$ cat src/rtl/exe_muldiv_if.sv
// Handshake/result bundle between the ID/EX register and the EX-stage
// multiply/divide unit.
//   start      request strobe, sampled only when the unit is idle
//   op         00 MULT, 01 MULTU, 10 DIV, 11 DIVU
//   a_in/b_in  rs / rt operands
//   alu_stall  high while an operation is in flight
//   done       one-cycle pulse, hi/lo/div_zero valid from this cycle
//   hi/lo      product halves, or remainder/quotient
//   div_zero   last divide had a zero divisor
interface exe_muldiv_if #(
  parameter int XLEN = 32
);
  logic            start;
  logic [1:0]      op;
  logic [XLEN-1:0] a_in;
  logic [XLEN-1:0] b_in;
  logic            alu_stall;
  logic            done;
  logic [XLEN-1:0] hi;
  logic [XLEN-1:0] lo;
  logic            div_zero;

  modport master (
    output start, op, a_in, b_in,
    input  alu_stall, done, hi, lo, div_zero
  );

  modport slave (
    input  start, op, a_in, b_in,
    output alu_stall, done, hi, lo, div_zero
  );
endinterface

$ cat src/rtl/exe_muldiv_unit.sv
// Iterative radix-2 multiply / restoring divide unit for the EX stage.
// One bit per clock, fixed latency: a start accepted on edge E0 produces
// done (and new hi/lo) after edge E33. alu_stall holds upstream stages
// while the operation is in flight.
// Ports:
//   clk   rising-edge clock
//   rst   asynchronous active-high reset
//   bus   exe_muldiv_if.slave (start/op/a_in/b_in in, stall/done/hi/lo/div_zero out)
module exe_muldiv_unit #(
  parameter int XLEN  = 32,
  parameter int CNT_W = 6
) (
  input logic         clk,
  input logic         rst,
  exe_muldiv_if.slave bus
);

  typedef enum logic [1:0] {IDLE, CALC, FIXUP} state_t;

  state_t            state, state_nxt;
  logic [CNT_W-1:0]  cnt;
  logic              done_r, div_zero_r;
  logic [XLEN-1:0]   hi_r, lo_r;

  logic [1:0]        op_r;
  logic [XLEN-1:0]   mcand;
  logic [XLEN-1:0]   dsor;
  logic [XLEN-1:0]   acc_hi, acc_lo;
  logic              neg_q, neg_r, dz;

  logic              is_div, is_signed;
  logic              in_div, in_signed, in_bzero;
  logic [XLEN:0]     msum, rem_sh, trial;
  logic [2*XLEN-1:0] prod;
  logic [XLEN-1:0]   quo, rem;

  function automatic logic [XLEN-1:0] mag(input logic signed [XLEN-1:0] v,
                                          input logic sgn);
    return (sgn && v < 0) ? XLEN'(-v) : XLEN'(v);
  endfunction

  function automatic logic [XLEN-1:0] neg_w(input logic [XLEN-1:0] v,
                                            input logic n);
    return n ? (~v + 1'b1) : v;
  endfunction

  function automatic logic [2*XLEN-1:0] neg_2w(input logic [2*XLEN-1:0] v,
                                               input logic n);
    return n ? (~v + 1'b1) : v;
  endfunction

  assign is_div    = op_r[1];
  assign is_signed = ~op_r[0];
  assign in_div    = bus.op[1];
  assign in_signed = ~bus.op[0];
  assign in_bzero  = (bus.b_in == '0);

  // One iteration of each algorithm. For multiply the multiplier lives in
  // dsor and is consumed LSB first; for divide acc_hi/acc_lo are rem/quo.
  always_comb begin
    msum   = {1'b0, acc_hi} + (dsor[0] ? {1'b0, mcand} : '0);
    rem_sh = {acc_hi, acc_lo[XLEN-1]};
    trial  = rem_sh - {1'b0, dsor};
  end

  // Sign fixup. A zero divisor leaves the raw dividend in rem and all ones
  // in quo, so negation is suppressed for that case.
  always_comb begin
    prod = neg_2w({acc_hi, acc_lo}, is_signed & neg_q);
    quo  = neg_w(acc_lo, is_signed & neg_q & ~dz);
    rem  = neg_w(acc_hi, is_signed & neg_r & ~dz);
  end

  always_comb begin
    state_nxt = state;
    case (state)
      IDLE:    if (bus.start) state_nxt = CALC;
      CALC:    if (cnt == CNT_W'(XLEN-1)) state_nxt = FIXUP;
      FIXUP:   state_nxt = IDLE;
      default: state_nxt = IDLE;
    endcase
  end

  always_ff @(posedge clk or posedge rst) begin
    if (rst) begin
      state      <= IDLE;
      cnt        <= '0;
      done_r     <= 1'b0;
      div_zero_r <= 1'b0;
      hi_r       <= '0;
      lo_r       <= '0;
    end else begin
      state  <= state_nxt;
      done_r <= 1'b0;
      case (state)
        IDLE:  if (bus.start) cnt <= '0;
        CALC:  cnt <= cnt + 1'b1;
        FIXUP: begin
          done_r     <= 1'b1;
          hi_r       <= is_div ? rem : prod[2*XLEN-1:XLEN];
          lo_r       <= is_div ? quo : prod[XLEN-1:0];
          div_zero_r <= is_div & dz;
        end
        default: ;
      endcase
    end
  end

  // Datapath registers: operands are captured once at E0 and never re-read.
  always_ff @(posedge clk) begin
    case (state)
      IDLE: if (bus.start) begin
        op_r   <= bus.op;
        mcand  <= mag(bus.a_in, in_signed);
        dsor   <= mag(bus.b_in, in_signed);
        neg_q  <= bus.a_in[XLEN-1] ^ bus.b_in[XLEN-1];
        neg_r  <= bus.a_in[XLEN-1];
        dz     <= in_div & in_bzero;
        acc_hi <= '0;
        // A zero divisor shifts the raw dividend through into rem.
        acc_lo <= !in_div ? '0 :
                  in_bzero ? bus.a_in : mag(bus.a_in, in_signed);
      end
      CALC: begin
        if (is_div) begin
          acc_hi <= trial[XLEN] ? rem_sh[XLEN-1:0] : trial[XLEN-1:0];
          acc_lo <= {acc_lo[XLEN-2:0], ~trial[XLEN]};
        end else begin
          acc_hi <= msum[XLEN:1];
          acc_lo <= {msum[0], acc_lo[XLEN-1:1]};
          dsor   <= dsor >> 1;
        end
      end
      default: ;
    endcase
  end

  assign bus.alu_stall = (state != IDLE);
  assign bus.done      = done_r;
  assign bus.hi        = hi_r;
  assign bus.lo        = lo_r;
  assign bus.div_zero  = div_zero_r;

endmodule

$ cat src/flat_wrapper.sv
// flat-port wrapper written by rule: the top's interface ports become plain ports
module exe_muldiv_unit_flat 
#(
  parameter int XLEN  = 32,
  parameter int CNT_W = 6
)
  (clk, rst, bus_start, bus_op, bus_a_in, bus_b_in, bus_alu_stall, bus_done, bus_hi, bus_lo, bus_div_zero);
  exe_muldiv_if #(.XLEN(XLEN)) bus_i ();
  input logic clk;
  input logic rst;
  input wire logic [$bits(bus_i.start)-1:0] bus_start;
  input wire logic [$bits(bus_i.op)-1:0] bus_op;
  input wire logic [$bits(bus_i.a_in)-1:0] bus_a_in;
  input wire logic [$bits(bus_i.b_in)-1:0] bus_b_in;
  output wire logic [$bits(bus_i.alu_stall)-1:0] bus_alu_stall;
  output wire logic [$bits(bus_i.done)-1:0] bus_done;
  output wire logic [$bits(bus_i.hi)-1:0] bus_hi;
  output wire logic [$bits(bus_i.lo)-1:0] bus_lo;
  output wire logic [$bits(bus_i.div_zero)-1:0] bus_div_zero;
  assign bus_i.start = bus_start;
  assign bus_i.op = bus_op;
  assign bus_i.a_in = bus_a_in;
  assign bus_i.b_in = bus_b_in;
  assign bus_alu_stall = bus_i.alu_stall;
  assign bus_done = bus_i.done;
  assign bus_hi = bus_i.hi;
  assign bus_lo = bus_i.lo;
  assign bus_div_zero = bus_i.div_zero;
  exe_muldiv_unit #(.XLEN(XLEN), .CNT_W(CNT_W)) u_core (.clk(clk), .rst(rst), .bus(bus_i));
endmodule
$ cat config.mk
export PLATFORM = sky130hd
export DESIGN_NAME = exe_muldiv_unit_flat
export DESIGN_NICKNAME = d
export VERILOG_FILES = /design/src/rtl/exe_muldiv_if.sv /design/src/rtl/exe_muldiv_unit.sv /design/src/flat_wrapper.sv
export SDC_FILE = /design/constraint.sdc
export NUM_CORES = 1
export LEC_CHECK = 0
export ABC_CLOCK_PERIOD_IN_PS = 3550
export CORE_MARGIN = 2
export CORE_UTILIZATION = 35
export DETAILED_ROUTE_END_ITERATION = 12
export PLACE_DENSITY = 0.52
export SYNTH_ARGS = -nofsm -noshare
export SYNTH_HDL_FRONTEND = slang
export SYNTH_SLANG_ARGS = --single-unit
$ cat constraint.sdc
create_clock -name clk -period 3.55 [get_ports clk]
set_clock_uncertainty 0.05 [all_clocks]
set_input_delay 0.8875 -clock clk [delete_from_list [all_inputs] [get_ports clk]]
set_output_delay 0.8875 -clock clk [all_outputs]
set_load 0.01 [all_outputs]
; ---- Word level (Yosys, flattened, before mapping)
; Cells that the tools add are included.
[classes]
n_addsub = 8
mux = 26
n_reduce_logical = 10
n_bitwise = 14
n_eq_ne = 6
n_lt_le_gt_ge = 2
[op_table]
columns = op, count
row1 = 32-bit two-way mux, 16
row2 = 32-bit one-hot mux with 2 select lines, 3
row3 = 32-bit by 1-bit adder with 32-bit output (second input constant), 2
row4 = 64-bit by 1-bit adder with 64-bit output (second input constant), 1
row5 = 32-bit by 1-bit < comparator with 1-bit output (second input constant), 2
row6 = 64-bit two-way mux, 1
row7 = 32-bit negator, 2
row8 = 32-bit NOT, 2
row9 = 64-bit NOT, 1
row10 = 32-bit by 33-bit adder with 33-bit output, 1
row11 = 33-bit by 32-bit subtractor with 33-bit output, 1
row12 = 32-bit zero test, 1
row13 = 6-bit one-hot mux with 2 select lines, 1
row14 = 6-bit by 1-bit adder with 6-bit output (second input constant), 1
row15 = 1-bit AND, 6
row16 = 6-bit by 5-bit equality test with 1-bit output (second input constant), 1
row17 = 6-bit two-way mux, 1
row18 = 2-bit AND reduction, 3
row19 = 2-bit two-way mux, 2
row20 = 2-bit inequality test (second input constant), 2
row21 = 1-bit NOT, 4
row22 = 2-bit one-hot mux with 2 select lines, 1
row23 = 2-bit nonzero test, 2
row24 = 3-bit AND reduction, 1
row25 = other kinds (7), 8
[word_totals]
elab_cells = 80
input_bits = 69
out_inout_bits = 67
reg_bits = 207

; ---- Depth between registers and ports, before layout
; Gate-level depths: netlist of the first run.
[logic_depth]
depth_word = 7
ltp_mapped = 13
ltp_nobuf = 12

; ---- Worst setup path after synthesis of the first run
; Ideal clock, no wire load.
[synth_timing]
path_type = input port to flip-flop
from = input port bus_b_in[0]
to = register u_core.acc_lo[11], data pin
path_stages = 11
n_path_buf = 1
setup_slack_ns = -0.415
t_arrival_ns = 3.643
setup_ns = 0.271
t_required_ns = 3.229
cell_sequence = inv_1 ha_1 or4b_2 nor4_1 and3_1 nand2_1 nor4_1 clkbuf_1 nor2_1 xnor2_1 o22ai_1
[synth_via]
elab_chain_len = 5
[synth_rtl]
columns = element, line
row1 = "start, declared", flat_wrapper.sv:14  ; input wire logic [$bits(bus_i.b_in)-1:0] bus_b_in;
row2 = 32-bit zero test, exe_muldiv_unit.sv:56  ; assign in_bzero = (bus.b_in == '0);
row3 = 32-bit two-way mux, exe_muldiv_unit.sv:122  ; in_bzero ? bus.a_in : mag(bus.a_in, in_signed);
row4 = 32-bit two-way mux, exe_muldiv_unit.sv:121  ; acc_lo <= !in_div ? '0 :
row5 = 32-bit two-way mux, exe_muldiv_unit.sv:112  ; IDLE: if (bus.start) begin
row6 = 32-bit one-hot mux with 2 select lines, exe_muldiv_unit.sv:111  ; case (state)
row7 = "end signal, assigned", exe_muldiv_unit.sv:121
row8 = "end signal, assigned", exe_muldiv_unit.sv:127  ; acc_lo <= {acc_lo[XLEN-2:0], ~trial[XLEN]};
row9 = "end signal, assigned", exe_muldiv_unit.sv:130  ; acc_lo <= {msum[0], acc_lo[XLEN-1:1]};
row10 = "end, declared", exe_muldiv_unit.sv:28  ; logic [XLEN-1:0] acc_hi, acc_lo;
; No other way between the ends. The select of a mux whose other input is x is not followed.
; A chain may end at the register's enable or synchronous reset.

; ---- Final worst setup path of the first run
[layout_timing]
from = input port bus_b_in[2]
to = register u_core.acc_lo[12], data pin
; The elaborated chain is that of the path after synthesis.

==> results of run 1 <==
==> worst max-delay path: stages <==
cell and delay, ns:
sky130_fd_sc_hd__clkdlybuf4s50_1 0.42, sky130_fd_sc_hd__or4b_4 0.54, sky130_fd_sc_hd__nor4_4 0.40, sky130_fd_sc_hd__and3_4 0.27, sky130_fd_sc_hd__nand2_1 0.07, sky130_fd_sc_hd__or4_4 0.67, sky130_fd_sc_hd__and2_1 0.24, sky130_fd_sc_hd__xnor2_2 0.13
sky130_fd_sc_hd__o22ai_1 0.10
==> cell type report <==
cell class                 count  area, um^2  share of cell area
timing repair buffer         342        3003              0.1538
inverter                      63       241.5             0.01237
sequential                   207        5846              0.2995
tap                          539       674.4             0.03455
multi-input combinational   1323        8851              0.4535
clock buffer                  44       832.0             0.04263
clock inverter                 8       71.32            0.003654
==> stage by stage <==
stage	total power [W]	worst slack, ns	cells
final	0.01417	0.04465	2526
after floorplan	0.008486	-0.2067	1667
after CTS	0.01403	-0.009136	2516
after global placement	0.01120	-0.9024	2462
after detailed placement	0.01123	-0.9814	2462
after global routing	0.01516	-0.08115	2526
==> report_power, final <==
group / internal, W / leakage [nW] / switching [W]
Combinational: 0.00337 / 5.43 / 0.00403
Sequential: 0.00332 / 2.28 / 0.000715
Clock: 0.00161 / 0.446 / 0.00111
==> cell usage in the layout (no fill, tap or decap), drive strengths merged, types with 15 or more instances in the layout <==
cell,synthesis,routed
nor3,34,34
or4,18,18
nand3,19,19
a31oi,19,19
inv,62,63
edfxtp,133,133
dfrtp,74,74
o31ai,19,19
clkbuf,67,44
nor2,127,127
a21o,27,27
clkdlybuf4s50,0,125
ha,69,69
o21ai,182,182
nor4,15,15
o22ai,43,43
nand2b,16,16
a21oi,101,101
xnor2,101,101
mux2i,60,60
and2,41,41
nand2,179,179
buf,7,210
xor2,99,99
==> flip-flops by register name, indices dropped and copies added, names as in the netlist <==
name and cells:
u_core.acc_hi 32, u_core.acc_lo 32, u_core.bus.div_zero 1, u_core.bus.done 1, u_core.bus.hi 32, u_core.bus.lo 32
u_core.cnt 6, u_core.dsor 32, u_core.dz 1, u_core.mcand 32, u_core.neg_q 1, u_core.neg_r 1
u_core.op_r 2, u_core.state 2
==> worst min path at each step <==
stage / endpoint / startpoint / slack, ns
6_report: u_core.bus.hi[15] / u_core.bus.hi[15] / 0.43
5_1_grt: u_core.bus.hi[24] / u_core.bus.hi[24] / 0.46
4_1_cts: u_core.bus.hi[15] / u_core.bus.hi[15] / 0.43
3_5_place_dp: u_core.bus.hi[27] / u_core.bus.hi[27] / 0.42
3_3_place_gp: u_core.bus.hi[10] / u_core.bus.hi[10] / 0.41
2_1_floorplan: u_core.cnt[5] / u_core.cnt[5] / 0.40
==> layer usage <==
metal / part of all wire / up-vias / global-route usage
met5: 0 / - / 0
met4: 0.022 / 0 / 0.05440
met3: 0.046 / 58 / 0.02721
met2: 0.47 / 266 / 0.3535
met1: 0.46 / 6557 / 0.2854
li1: - / 6654 / -
==> kinds of logic (layout without fill, tap and decap cells) <==
family / count (synthesis) / after routing / share of synthesized area
buf+inv: 137 / 457 / 0.03457
compound gates: 482 / 482 / 0.1946
simple gates: 510 / 510 / 0.1635
xor+xnor: 200 / 200 / 0.1169
flops: 207 / 207 / 0.3901
mux: 60 / 60 / 0.04008
fa+ha+maj: 71 / 71 / 0.06028
==> what timing repair did <==
action,in CTS,in global routing
gates resized for setup,25,37
setup buffers,2,11
pin swaps,11,23
setup endpoints to repair,35,68
==> metrics.md, run 1 <==
| Metric | Value |
|---|---|
| First-pass GRT wire length | `73.89 mm` |
| Total of hold buffers inserted after clock tree synthesis | `0` |
| Prevailing post-synth register cell | `sky130_fd_sc_hd__edfxtp_1` |
| Number of design rule violations left after detail routing | `0` |
| # nets final | `2105` |
| Async set-or-reset flop fraction in the synthesized netlist | `0.3575` |
| Vias after detailed routing | `13540` |
| Pwr dens | `725.8 mW/mm^2` |
| Setup TNS | `0 ns` |
| Type of the tightest min-delay check | `flip-flop to flip-flop` |
| Core ar. | `0.04213 mm^2` |
| Setup repair after global routing missed its margin | `yes` |
| Die width | `between 200 and 250 um` |
| Initial antenna violation count | `1` |
| WHS | `~0.43 ns` |
| Vias per Instance | `5.358` |
| Largest area contributor in the netlist | `sky130_fd_sc_hd__edfxtp_1` |
| Row count | `75` |
| Reg2reg path depth | `9` |
| Post-synth EDFFs | `133` |
| Half-perimeter wire length of the detailed placement result | `around 37 mm` |
| Share of the core filled with cells in the final layout | `0.4633` |
| Reg2reg setup slack | `0.05 ns` |
| Clock transition time at the flip-flop clock pins of the worst setup and hold paths | `0.05 ns` |
| First drt pass iteration count | `5` |
| Average cell area after synthesis | `8.990 um^2` |
| Post-Syn Nets | `between 1500 and 2000` |
| Buffer type at the clock tree root | `sky130_fd_sc_hd__clkbuf_16` |
| Number of max-cap violations | `0` |
| Critical path capture point type | `flip-flop` |
| Crit Reg-Reg Startpoint | `u_core.acc_lo[15]` |
| CTS buffer count | `28` |
| Worst reg2reg path endpoint | `u_core.bus.hi[14]` |
| Number of global-route vias before repair | `about 13000` |
| Initial drt markers | `between 1000 and 1500` |
| Post-route minimum period | `between 3 and 4 ns` |
| Last weighted congestion value of the routability-driven placer | `0.8804` |
| Largest net degree at the start of global routing | `81` |
| Final routed wirelength across all metal layers | `47.46 mm` |
| Buffer levels on the longest clock path | `3` |
| Die area | `between 0.04 and 0.05 mm^2` |
| Sequential share of the synthesized area | `0.3901` |
| Warning count from the yosys run | `0` |
| Final hold violation count | `0` |
| Share of final-layout standard cells stronger than drive strength 1 | `0.1590` |
| Worst-case headroom to the max-slew limit | `0.4247` |
| Finish-stage setup viols | `0` |
| Area share of the largest cell type after synthesis | `0.2665` |
| Leakage | `8.158 nW` |
| Die H | `210.9 um` |
| Crit path required time | `3.79 ns` |
| Critical path start-end classification | `primary input to flip-flop` |
| Number of fill cells | `4079` |
| Clock latency at the later pin of the worst-skew pair | `0.58 ns` |
| Library cell with the highest instance count after synthesis | `sky130_fd_sc_hd__nand2_1` |
| Actual transition at the worst max-transition pin | `0.8510 ns` |
| I/O pin count | `roughly 140` |
| IR drop worst, VDD | `0.3582 mV` |
| Start point of the critical path | `bus_b_in[2]` |
| Main area contributors after synthesis | `sky130_fd_sc_hd__edfxtp_1, sky130_fd_sc_hd__dfrtp_1, sky130_fd_sc_hd__o21ai_0, sky130_fd_sc_hd__xnor2_1, sky130_fd_sc_hd__xor2_1` |
| Inserted Diodes | `0` |
| Summed instance area of the synthesized netlist | `0.01499 mm^2` |
| Post-synthesis register bit count | `slightly above 200` |
| Critical path fanouts, max | `6` |
| Clock Sink Count | `207` |
| Initial core utilization | `0.3557` |
| Average routed wire per standard cell | `between 15 and 20 um` |
| Area growth, synth to finish | `30.25%` |
| Area of all placed cells without fillers | `0.01952 mm^2` |
| Period utilization | `0.9874` |
| Global routing usage summed across all routing layers | `0.2101` |
| Gate count after technology mapping | `1667` |
| Outcome | `complete, no violations` |
| Worst endpoint data arrival time | `3.75 ns` |
| Kind of launch point of the worst setup path | `primary input` |
| Timing-limited maximum frequency | `285.3 MHz` |
| Depth of the CTS H-tree | `1` |
| Final count of pins violating max slew | `0` |
| Worst setup endpoint | `u_core.acc_lo[12]` |
| Placed inst area | `0.01835 mm^2` |
| Count of input and output buffers | `135` |
| Count of unique library cells instantiated by Yosys | `70` |
| Leading post-synthesis cells by instance count | `sky130_fd_sc_hd__nand2_1, sky130_fd_sc_hd__o21ai_0, sky130_fd_sc_hd__edfxtp_1` |
| TritonCTS clock tree | `built` |
| GRT overflow | `0` |
| Number of cells on the worst hold path | `2` |
| Antenna violation net count after detailed routing | `0` |
Power figures use the tool's default switching activity.
==> run 2: changes to the inputs <==
--- a/config.mk
+++ b/config.mk
@@ -10,6 +10,7 @@
 export CORE_UTILIZATION = 35
 export DETAILED_ROUTE_END_ITERATION = 12
 export PLACE_DENSITY = 0.52
+export SKIP_LAST_GASP = 1
 export SYNTH_ARGS = -nofsm -noshare
 export SYNTH_HDL_FRONTEND = slang
 export SYNTH_SLANG_ARGS = --single-unit
==> results of run 2 <==
Final layout, timing and power as in run 1 (identical DEF).
==> run 3: changes to the inputs <==
--- a/config.mk
+++ b/config.mk
@@ -8,6 +8,7 @@
 export ABC_CLOCK_PERIOD_IN_PS = 3550
 export CORE_MARGIN = 2
 export CORE_UTILIZATION = 35
+export CTS_BUF_LIST = sky130_fd_sc_hd__clkbuf_8
 export DETAILED_ROUTE_END_ITERATION = 12
 export PLACE_DENSITY = 0.52
 export SKIP_LAST_GASP = 1
==> metrics.md, run 3 (synthesis results as in run 1) <==
| Metric | Value |
|---|---|
| Outcome | `complete, no violations` |
| First-pass GRT wire length | `74.14 mm` |
| Area of all placed cells without fillers | `0.01956 mm^2` |
| Number of max-cap violations | `0` |
| Leakage | `slightly above 8 nW` |
| Number of global-route vias before repair | `13490` |
| Depth of the CTS H-tree | `2` |
| Clock Sink Count | `approximately 210` |
| Final count of pins violating max slew | `0` |
| Share of final-layout standard cells stronger than drive strength 1 | `0.1669` |
| Slowest stage cell on the critical path | `sky130_fd_sc_hd__or4_4` |
| Worst-case headroom to the max-slew limit | `0.4295` |
| I/O pin count | `136` |
| Timing-limited maximum frequency | `286.0 MHz` |
| Pwr dens | `729.5 mW/mm^2` |
| Placed inst area | `0.01835 mm^2` |
| Row count | `75` |
| Initial core utilization | `0.3557` |
| Critical path capture point type | `flip-flop` |
| Share of the core filled with cells in the final layout | `0.4643` |
| Largest incremental delay on the critical path | `0.60 ns` |
| Die width | `210.9 um` |
| Die area | `0.04449 mm^2` |
| Buffer type at the clock tree root | `sky130_fd_sc_hd__clkbuf_8` |
| CTS buffer count | `42` |
| Count of input and output buffers | `approximately 140` |
| Final hold violation count | `0` |
| Crit path required time | `between 3 and 4 ns` |
| Critical path fanouts, max | `8` |
| Clock latency at the later pin of the worst-skew pair | `roughly 0.6 ns` |
| CP dominant cell by count | `sky130_fd_sc_hd__or4_4` |
| Kind of launch point of the worst setup path | `flip-flop` |
| Cells traversed along the worst timing path | `or4_4, nor4_4, or4b_4, or2_4, or4_4, o21a_4, o41ai_4, xor2_1, o21ai_1` |
| Last weighted congestion value of the routability-driven placer | `0.8804` |
| Setup repair after global routing missed its margin | `yes` |
| TritonCTS clock tree | `built` |
| Actual transition at the worst max-transition pin | `0.8438 ns` |
| IR drop worst, VDD | `approximately 0.29 mV` |
| Post-place setup slack | `-0.9814 ns` |
| # nets final | `2120` |
| Worst endpoint data arrival time | `3.90 ns` |
| Inserted Diodes | `0` |
| Number of design rule violations left after detail routing | `0` |
| Number of fill cells | `4098` |
| Core ar. | `about 0.042 mm^2` |
| Vias per Instance | `5.326` |
| Largest net degree at the start of global routing | `81` |
| Average routed wire per standard cell | `18.76 um` |
| Clock transition time at the flip-flop clock pins of the worst setup and hold paths | `0.05 ns` |
| Initial antenna violation count | `0` |
| Most common library cell in the layout ignoring fill and taps | `sky130_fd_sc_hd__buf_4` |
| Finish-stage setup viols | `0` |
| Initial drt markers | `about 1100` |
| GRT overflow | `0` |
| Commonest non-fill, non-tap cells in the layout | `sky130_fd_sc_hd__buf_4, sky130_fd_sc_hd__nand2_1, sky130_fd_sc_hd__o21ai_0` |
| Period utilization | `0.9851` |
| Antenna violation net count after detailed routing | `0` |
| Half-perimeter wire length of the detailed placement result | `36.93 mm` |
| Crit path setup slack, layout | `0.05298 ns` |
| WHS | `0.4279 ns` |
| Vias after detailed routing | `13590` |
| Post-route minimum period | `around 3.5 ns` |
| Final routed wirelength across all metal layers | `between 40 and 50 mm` |
| Critical path start-end classification | `flip-flop to flip-flop` |
| Global routing usage summed across all routing layers | `0.2133` |
| First drt pass iteration count | `5` |
| Die H | `210.9 um` |
| Area growth, synth to finish | `30.54%` |
| Overall power | `0.01427 W` |
| Total of hold buffers inserted after clock tree synthesis | `0` |
| Type of the tightest min-delay check | `flip-flop to flip-flop` |
| Buffer levels on the longest clock path | `3` |
==> run 3: cell count changes in the layout (fill, tap and decap cells not counted), sizes merged <==
cell           previous run  this run
inv                      63        71
dlymetal6s2s              3         2
buf                     210       211
clkinv                    7        12
bufinv                    0         5
clkbuf                   44        51
clkdlybuf4s50           125       126
==> run 3: metal layers <==
| layer | wire length (um) | global-route usage |
|---|---|---|
| met5 | 0 | 0 |
| met4 | 1178 | 0.06727 |
| met3 | 2256 | 0.03078 |
| met2 | 22550 | 0.3558 |
| met1 | 21890 | 0.2856 |
==> run 3: area by class of cell <==
type | count | area [um^2] | share of cell area
multi-input cells | 1323 | 8847 | 0.4523
inverters | 63 | 241.5 | 0.01234
clock inverters | 26 | 244.0 | 0.01247
clock buffers | 51 | 701.9 | 0.03588
flip-flops and latches | 207 | 5846 | 0.2988
repair buffers | 343 | 3008 | 0.1538
well taps | 539 | 674.4 | 0.03447
==> run 3: worst paths after layout <==
path | end | cells after the start | slack, ns | start
worst max-delay path | u_core.bus.hi[14] | 9 | 0.05 | u_core.acc_lo[15]
worst min-delay path | u_core.bus.hi[5] | 2 | 0.43 | u_core.bus.hi[5]
worst max register to register | u_core.bus.hi[14] | 9 | 0.05 | u_core.acc_lo[15]
worst min register to register | u_core.bus.hi[5] | 2 | 0.43 | u_core.bus.hi[5]
max in group asynchronous | u_core.bus.hi[14] | 3 | 2.16 | rst
min in group asynchronous | u_core.bus.lo[4] | 2 | 0.65 | rst
==> run 3: worst max-delay path, delay by kind of cell, from the launching register on <==
kind / cells / cell delay (ns)
AND/OR/NAND/NOR: 5 / 2.13
XOR/XNOR: 1 / 0.18
flip-flops: 1 / 0.40
AO/OA/AOI/OAI: 3 / 0.58
==> run 3: metrics by stage <==
stage | setup TNS (ns) | std cells
after detailed placement | -31.12 | 2462
after floorplan | -0.5459 | 1667
after global placement | -28.81 | 2462
after CTS | 0 | 2541
after global routing | -0.8783 | 2552
final | 0 | 2552
==> run 3: timing repair <==
action                                  4_1_cts  5_1_grt
pin swaps                                    11       23
gates resized for setup                      24       37
gates cloned                                  0        0
endpoints found under the setup margin       34       65
setup buffers                                 2       12
==> run 3: power by group <==
group / total [W] / internal [W] / switching, W
sequential: 0.00403 / 0.00332 / 0.000705
clock: 0.00282 / 0.00167 / 0.00115
combinational: 0.00742 / 0.00337 / 0.00404
